[config.mk]
export PLATFORM = sky130hd
export DESIGN_NAME = hit_word_packer
export DESIGN_NICKNAME = d
export VERILOG_FILES = /design/src/rtl/readout_pkg.sv /design/src/rtl/hit_word_packer.sv
export SDC_FILE = /design/constraint.sdc
export NUM_CORES = 1
export LEC_CHECK = 0
export BUFFER_PORTS_ARGS = -buffer_cell sky130_fd_sc_hd__buf_4
export CAP_MARGIN = 40
export CORE_MARGIN = 4
export CORE_UTILIZATION = 25
export CTS_BUF_LIST = sky130_fd_sc_hd__clkbuf_16
export CTS_CLUSTER_DIAMETER = 120
export DETAILED_ROUTE_END_ITERATION = 10
export GPL_ROUTABILITY_DRIVEN = 0
export GPL_TIMING_DRIVEN = 0
export HOLD_SLACK_MARGIN = 0.03
export SYNTH_ARGS = -nofsm -noshare
export SYNTH_HDL_FRONTEND = slang
export SYNTH_SLANG_ARGS = --single-unit
[constraint.sdc]
create_clock -name Clk -period 3.5 [get_ports Clk]
set_input_delay 0.35 -clock Clk [delete_from_list [all_inputs] [get_ports Clk]]
set_output_delay 0.35 -clock Clk [all_outputs]
set_load 0.02 [all_outputs]
[src/rtl/readout_pkg.sv]
// Shared readout definitions: record field widths, packer FSM encoding and
// constants common to the hit packer and the Data_Switch stage.
package readout_pkg;

    localparam int HIT_W = 12;
    localparam int HDR_W = 24;
    localparam int REC_W = 36;

    localparam logic [HIT_W-1:0] PAD_WORD_DEFAULT = 12'hFFF;
    localparam logic [HIT_W-1:0] HDR_TRAILER      = 12'hEC5;

    typedef enum logic [1:0] {
        ST_IDLE    = 2'd0,
        ST_HDR     = 2'd1,
        ST_COLLECT = 2'd2,
        ST_EMIT    = 2'd3
    } pk_state_e;

endpackage

[src/rtl/hit_word_packer.sv]
// Packs 12-bit hit words into header + 3-slot data records for the readout FIFO.
// Optional per-event hit limit with truncation flag: define EVENT_HIT_LIMIT_EN.
module hit_word_packer
    import readout_pkg::*;
#(
    parameter logic [HIT_W-1:0] PAD_WORD = PAD_WORD_DEFAULT,
    parameter logic [7:0]       MAX_HITS = 8'd255
) (
    input  logic             Clk,
    input  logic             Reset,
    input  logic             EvStart,
    input  logic [HDR_W-1:0] EvHeader,
    input  logic             EvEmpty,
    output logic             EvReady,
    input  logic             HitValid,
    input  logic [HIT_W-1:0] HitWord,
    input  logic             HitLast,
    output logic             HitReady,
    input  logic             Full,
    output logic             ID_nData,
    output logic [HIT_W-1:0] Word0,
    output logic [HIT_W-1:0] Word1,
    output logic [HIT_W-1:0] Word2,
    output logic [HDR_W-1:0] Header,
    output logic             winc_out,
    output logic             TruncFlag
);

    pk_state_e        state_q, state_d;
    logic [1:0]       idx_q, idx_d;
    logic             last_q, last_d;
    logic             empty_q, empty_d;
    logic             trunc_q, trunc_d;
    logic [HDR_W-1:0] header_q, header_d;
    logic [HIT_W-1:0] slot_q [3];
    logic [HIT_W-1:0] slot_d [3];

    logic ev_ready_q, ev_ready_d;
    logic hit_ready_q, hit_ready_d;
    logic winc_q, winc_d;
    logic id_q, id_d;

    logic       ev_acc_s;
    logic       hit_acc_s;
    logic       hit_keep_s;
    logic [2:0] fill_s;

    assign ev_acc_s  = EvStart & ev_ready_q & (state_q == ST_IDLE);
    assign hit_acc_s = HitValid & hit_ready_q & (state_q == ST_COLLECT);
    assign fill_s    = hit_keep_s ? ({1'b0, idx_q} + 3'd1) : {1'b0, idx_q};

`ifdef EVENT_HIT_LIMIT_EN
    logic [7:0] cnt_q;

    // Accepted-hit counter; stops at MAX_HITS so later hits are dropped.
    always_ff @(posedge Clk) begin
        if (!Reset) begin
            cnt_q <= 8'd0;
        end else if (ev_acc_s) begin
            cnt_q <= 8'd0;
        end else if (hit_acc_s && hit_keep_s) begin
            cnt_q <= cnt_q + 8'd1;
        end else begin
            cnt_q <= cnt_q;
        end
    end

    assign hit_keep_s = (cnt_q < MAX_HITS);
`else
    assign hit_keep_s = 1'b1;
`endif

    // FSM state and packing datapath registers.
    always_ff @(posedge Clk) begin
        if (!Reset) begin
            state_q  <= ST_IDLE;
            idx_q    <= 2'd0;
            last_q   <= 1'b0;
            empty_q  <= 1'b0;
            trunc_q  <= 1'b0;
            header_q <= {HDR_W{1'b0}};
            for (int j = 0; j < 3; j++) begin
                slot_q[j] <= {HIT_W{1'b0}};
            end
        end else begin
            state_q  <= state_d;
            idx_q    <= idx_d;
            last_q   <= last_d;
            empty_q  <= empty_d;
            trunc_q  <= trunc_d;
            header_q <= header_d;
            slot_q   <= slot_d;
        end
    end

    // Next-state and slot-fill logic.
    always_comb begin
        state_d  = state_q;
        idx_d    = idx_q;
        last_d   = last_q;
        empty_d  = empty_q;
        trunc_d  = trunc_q;
        header_d = header_q;
        slot_d   = slot_q;
        case (state_q)
            ST_IDLE: begin
                if (ev_acc_s) begin
                    header_d = EvHeader;
                    empty_d  = EvEmpty;
                    idx_d    = 2'd0;
                    last_d   = 1'b0;
                    trunc_d  = 1'b0;
                    state_d  = ST_HDR;
                end else begin
                    state_d = ST_IDLE;
                end
            end
            ST_HDR: begin
                if (!Full) begin
                    state_d = empty_q ? ST_IDLE : ST_COLLECT;
                end else begin
                    state_d = ST_HDR;
                end
            end
            ST_COLLECT: begin
                if (hit_acc_s) begin
                    // A dropped hit carrying HitLast still pads from the current slot.
                    for (int j = 0; j < 3; j++) begin
                        if (hit_keep_s && (3'(j) == {1'b0, idx_q})) begin
                            slot_d[j] = HitWord;
                        end else if (HitLast && (3'(j) >= fill_s)) begin
                            slot_d[j] = PAD_WORD;
                        end else begin
                            slot_d[j] = slot_q[j];
                        end
                    end
                    if (hit_keep_s) begin
                        idx_d = idx_q + 2'd1;
                    end else begin
                        trunc_d = 1'b1;
                    end
                    if (HitLast) begin
                        last_d  = 1'b1;
                        state_d = (!hit_keep_s && (idx_q == 2'd0)) ? ST_IDLE : ST_EMIT;
                    end else if (hit_keep_s && (idx_q == 2'd2)) begin
                        state_d = ST_EMIT;
                    end else begin
                        state_d = ST_COLLECT;
                    end
                end else begin
                    state_d = ST_COLLECT;
                end
            end
            ST_EMIT: begin
                if (!Full) begin
                    if (last_q) begin
                        state_d = ST_IDLE;
                    end else begin
                        state_d = ST_COLLECT;
                        idx_d   = 2'd0;
                    end
                end else begin
                    state_d = ST_EMIT;
                end
            end
            default: begin
                state_d = ST_IDLE;
            end
        endcase
    end

    // Output decode from the upcoming state so handshakes come straight off flops.
    always_comb begin
        ev_ready_d  = 1'b0;
        hit_ready_d = 1'b0;
        winc_d      = 1'b0;
        id_d        = 1'b0;
        case (state_d)
            ST_IDLE: begin
                ev_ready_d = 1'b1;
            end
            ST_HDR: begin
                winc_d = 1'b1;
                id_d   = 1'b1;
            end
            ST_COLLECT: begin
                hit_ready_d = 1'b1;
            end
            ST_EMIT: begin
                winc_d = 1'b1;
            end
            default: begin
                ev_ready_d = 1'b0;
            end
        endcase
    end

    // Handshake and record-control output registers.
    always_ff @(posedge Clk) begin
        if (!Reset) begin
            ev_ready_q  <= 1'b0;
            hit_ready_q <= 1'b0;
            winc_q      <= 1'b0;
            id_q        <= 1'b0;
        end else begin
            ev_ready_q  <= ev_ready_d;
            hit_ready_q <= hit_ready_d;
            winc_q      <= winc_d;
            id_q        <= id_d;
        end
    end

    assign EvReady   = ev_ready_q;
    assign HitReady  = hit_ready_q;
    assign winc_out  = winc_q;
    assign ID_nData  = id_q;
    assign Header    = header_q;
    assign Word0     = slot_q[0];
    assign Word1     = slot_q[1];
    assign Word2     = slot_q[2];
    assign TruncFlag = trunc_q;

endmodule

**After elaboration in Yosys (flattened, before gate mapping)**

Cells that the tools add are included.

- Word-level logic and storage cells: 81
- Bits of input ports: 43
- Output and inout bits: 65
- Register bits: 70

- Add/sub/neg operators: 2
- Eq/ne operators: 14
- Order comparisons: 3
- Bitwise operators: 4
- Reduce and logical (&&, ||, !) cells: 18
- Muxes and demuxes: 28

Operators by type and width:

| cell | number |
|---|---|
| 12-bit 2-to-1 mux | 6 |
| 2-bit 2-to-1 mux | 9 |
| 2-bit == test, second input constant | 5 |
| 1-bit 2-to-1 mux | 10 |
| 2-bit inequality test, second input constant | 5 |
| 3-bit AND reduction | 3 |
| 2-bit case mux with 4 select lines | 1 |
| 2-bit nonzero test | 4 |
| 1-bit by 3-bit greater-or-equal comparator with 1-bit output, first input constant | 2 |
| 2-bit zero test | 3 |
| 2-bit case mux with 3 select lines | 1 |
| 5-bit AND reduction | 1 |
| 1-bit bitwise AND | 4 |
| 2-bit by 1-bit == test with 1-bit output, second input constant | 2 |
| 4-bit AND reduction | 1 |
| 2-bit by 1-bit adder with 3-bit output, second input constant | 1 |
| 2-bit by 3-bit greater-or-equal comparator with 1-bit output, first input constant | 1 |
| 1-bit logical AND | 3 |
| 3-bit nonzero test | 1 |
| 2-bit by 1-bit adder with 2-bit output, second input constant | 1 |
| 1-bit by 2-bit == test with 1-bit output, first input constant | 1 |
| 2-bit == test, first input constant | 1 |
| 1-bit case mux with 2 select lines | 1 |
| 2-bit AND reduction | 1 |
| 2-bit OR reduction | 1 |

**Longest topological paths before layout**

- Depth in word-level cells: 8
- Gate-level depth with buffers: 6
- Depth with buffers taken out: 5

**Least setup slack after synthesis**

No wires, ideal clock.

- Path kind: flip-flop to flip-flop
- Start point: reg winc_out (netlist name)
- End point: reg slot_q, in the netlist Word0[10]
- Required time: 3409 ps
- Cell stages (with the launch flop): 6
- Library setup time: 91 ps
- Slack: 2035 ps
- Clock period less this slack: 1465 ps
- Buffers on the path: 2
- Data arrival time: 1374 ps
- Cell sequence: dfxtp_1 and4b_1 buf_6 and2_4 buf_6 a311oi_1

RTL lines:

| item | line | text |
|---|---|---|
| end signal: indexed assignment | hit_word_packer.sv:83 | `slot_q[j] <= {HIT_W{1'b0}};` |
| end signal: assignment | hit_word_packer.sv:92 | `slot_q <= slot_d;` |
| end: declaration | hit_word_packer.sv:35 | `logic [HIT_W-1:0] slot_q [3];` |

==> flow_summary.yaml <==
layout:
  fin_util_pct: 38.47
  drive_above_1_share_pct: 35.39
  fin_nets: 463
  syn2layout_area_growth_pct: 47.57
  num_antenna_cells: 0
logic_synthesis:
  synthArstFlopShare_pct: 0
  yosys_warnings: 0
  yosys_register_bits: 69
  synth.distinct_cells: 34
  synthTopCellsByArea: "dfxtp_1 (51%), a21oi_1 (7.7%), nand2_1 (7.6%)"
  synth_common_cells: "dfxtp_1 (69), nand2_1 (55), a21oi_1 (42)"
  synth_nets: 347
  synth.top_cell.area_share_pct: 50.64
  yosysSeqAreaShare_pct: 50.64
  synth.most_common_cell: "dfxtp_1"
  yosysTopAreaCell: "dfxtp_1"
  synth_edf_count: 0
  netlist_area_sq_mm: 0.002728
  avgSynthCellArea_sq_um: 9.092
  synthCells: 300
  synth_flop_cell: "dfxtp_1"
clocking:
  path_clk_slew_ns: 0.05
  cts_setup_buffers: 0
  cts_buffers: 9
  clock-root-buffer: "clkbuf_16"
  clockBufferDepth: 2
  clock_sinks: 69
  cts_tree: "done"
  clk_latency_ns: 0.33
  postCtsHoldBufs: 0
  htree_levels: 3
  cts_resized: 0
floorplan:
  core_sq_mm: 0.01046
  die_h_microns: 112.5
  initial_core_util_pct: 26.07
  io_pins: 108
  std_cell_rows: 37
  die_w_microns: 112.5
  dieArea_sq_mm: 0.01265
worst_setup_path:
  crit_chain: "nand4b_2, clkbuf_1, a2111oi_0, a211oi_1"
  r2r-start: "winc_out"
  worstPathArrival_ns: 1.91
  critPathMaxFanout: 10
  crit_type: "reg2reg"
  crit_required_ns: 3.69
  end_kind: "register"
  reg2reg_to: "Word2[7]"
  crit_slowest_cell: "a2111oi_0"
  critPathLaunchType: "register"
  r2r_cells: 4
  r2r_setup_slack_ns: 1.78
  critPathTopFamily: "compound AO/OA/AOI/OAI gates"
  max_stage_delay_ns: 0.46
  critical_path_buf_inv_count: 1
sta:
  worst_pin_slew_ns: 0.5202
  finalHoldViolations: 0
  skew_ns: 0.005378
  fmax_mhz: 582.9
  setup_viol: 0
  hold_ws_ns: 0.2633
  setup_tns_ns: 0
  rsz0062_at_grt: "no"
  post-route-period-util_pct: 49.02
  period_minus_slack_ns: 1.716
  finalMaxSlewViolations: 0
  slew_headroom_pct: 64.43
  worst_slack_ns: 1.784
placed_design:
  io_buffers: 105
  place_ws_ns: 1.822
  dp_hpwl_microns: 6368
worst_hold_path:
  hold_end: "Header[5]"
  hp-start: "EvHeader[5]"
  min_path_type: "in2reg"
  whs_path_depth: 3
routing:
  drtIter0Drc: 108
  dr.pass1.iters: 4
  routed_wl_microns: 8215
  avgRoutedWirePerCell_microns: 14.75
  via_per_inst: 4.711
  drc: 0
  vias: 2624
  antenna_left: 0
pwr:
  ir_drop_mv: 0.2866
  power.density_mw_per_mm2: 504.7
  total_power_mw: 2.031
  p_leak_nw: 1.678
global_routing:
  overflow: 0
  grt.total_usage_pct: 12.96
  grt_max_degree: 13
  grt_pass1_vias: 2595
  grt_pass1_wl_microns: 13100
  antenna_found_initial: 0
status:
  outcome: "finished clean"
run:
  max-cap-violations: 0
## worst max path at each step
stage	cells past startpoint	end	startpoint	slack [ns]
floorplan	5	Word0[10]	winc_out	2.04
global placement	4	Word2[10]	winc_out	1.85
detailed placement	4	Word2[7]	winc_out	1.82
CTS	4	Word2[7]	winc_out	1.80
global route	4	Word2[9]	winc_out	1.63
finish	4	Word2[7]	winc_out	1.78
## routing by layer
metal  wire length, microns  part of all wire [%]  global-route usage (%)
met3                    821                    10                   6.199
met1                   3747                    46                   16.55
met5                      0                     0                       0
met4                    112                   1.4                   4.327
met2                   3535                    43                   19.19
## cell type report
| type | count | area, sq um |
|---|---|---|
| plain buffers | 27 | 132.6 |
| clock buffers | 9 | 225.2 |
| clock inverters | 7 | 113.9 |
| fillers | 1070 | 6437 |
| inverters | 30 | 112.6 |
| multi-input cells | 174 | 1101 |
| flip-flops and latches | 69 | 1381 |
| well taps | 136 | 170.2 |
| repair buffers | 105 | 788.3 |
## flip-flops by register name (all words and copies together), names as in the netlist, 2 cells and up
| register | cells |
|---|---|
| Word2 | 12 |
| idx_q | 2 |
| Word1 | 12 |
| Word0 | 12 |
| Header | 24 |
## layout by cell type, fill, tap and decap left out, types with 2 or more instances in the layout
cell         n
dfxtp_1     69
nand4_1      3
o221a_2     12
a311oi_1    12
a2111oi_0   12
clkbuf_16    9
buf_6        2
inv_2        2
buf_4      107
clkbuf_1    16
clkinv_2     3
nand2_1     55
ha_1         4
o211a_1      2
nand2b_1     2
inv_1       28
a21oi_1     42
nor2_1       2
buf_2        7
a211oi_1    12
bufinv_16    3
## cell families after synthesis
kind of cell	Yosys count	synth area share, %
other cells	1	0.1375
simple gates	72	12.62
buf+inv	57	8.991
flops	69	50.64
compound gates	97	25.78
fa+ha+maj	4	1.835
## through the flow
step	instances	area, sq um
final	557	4025
after global placement	541	3686
after detailed placement	541	3686
after CTS	557	4025
after global routing	557	4025
after floorplan	300	2728
## tightest hold or removal path, delay by kind of cell
family                 cells  cell delay [ns]
AO/OA/AOI/OAI              1             0.05
buffers and inverters      1             0.11
AND/OR/NAND/NOR            1             0.04
## power by group
part           internal, mW  switching, mW  leakage, nW  total (mW)
combinational        0.0795          0.102        0.951       0.182
sequential            0.808         0.0132        0.559       0.821
clock                 0.692          0.336        0.169        1.03
total                  1.58          0.452         1.68        2.03
(Power assumes the default switching activity.)
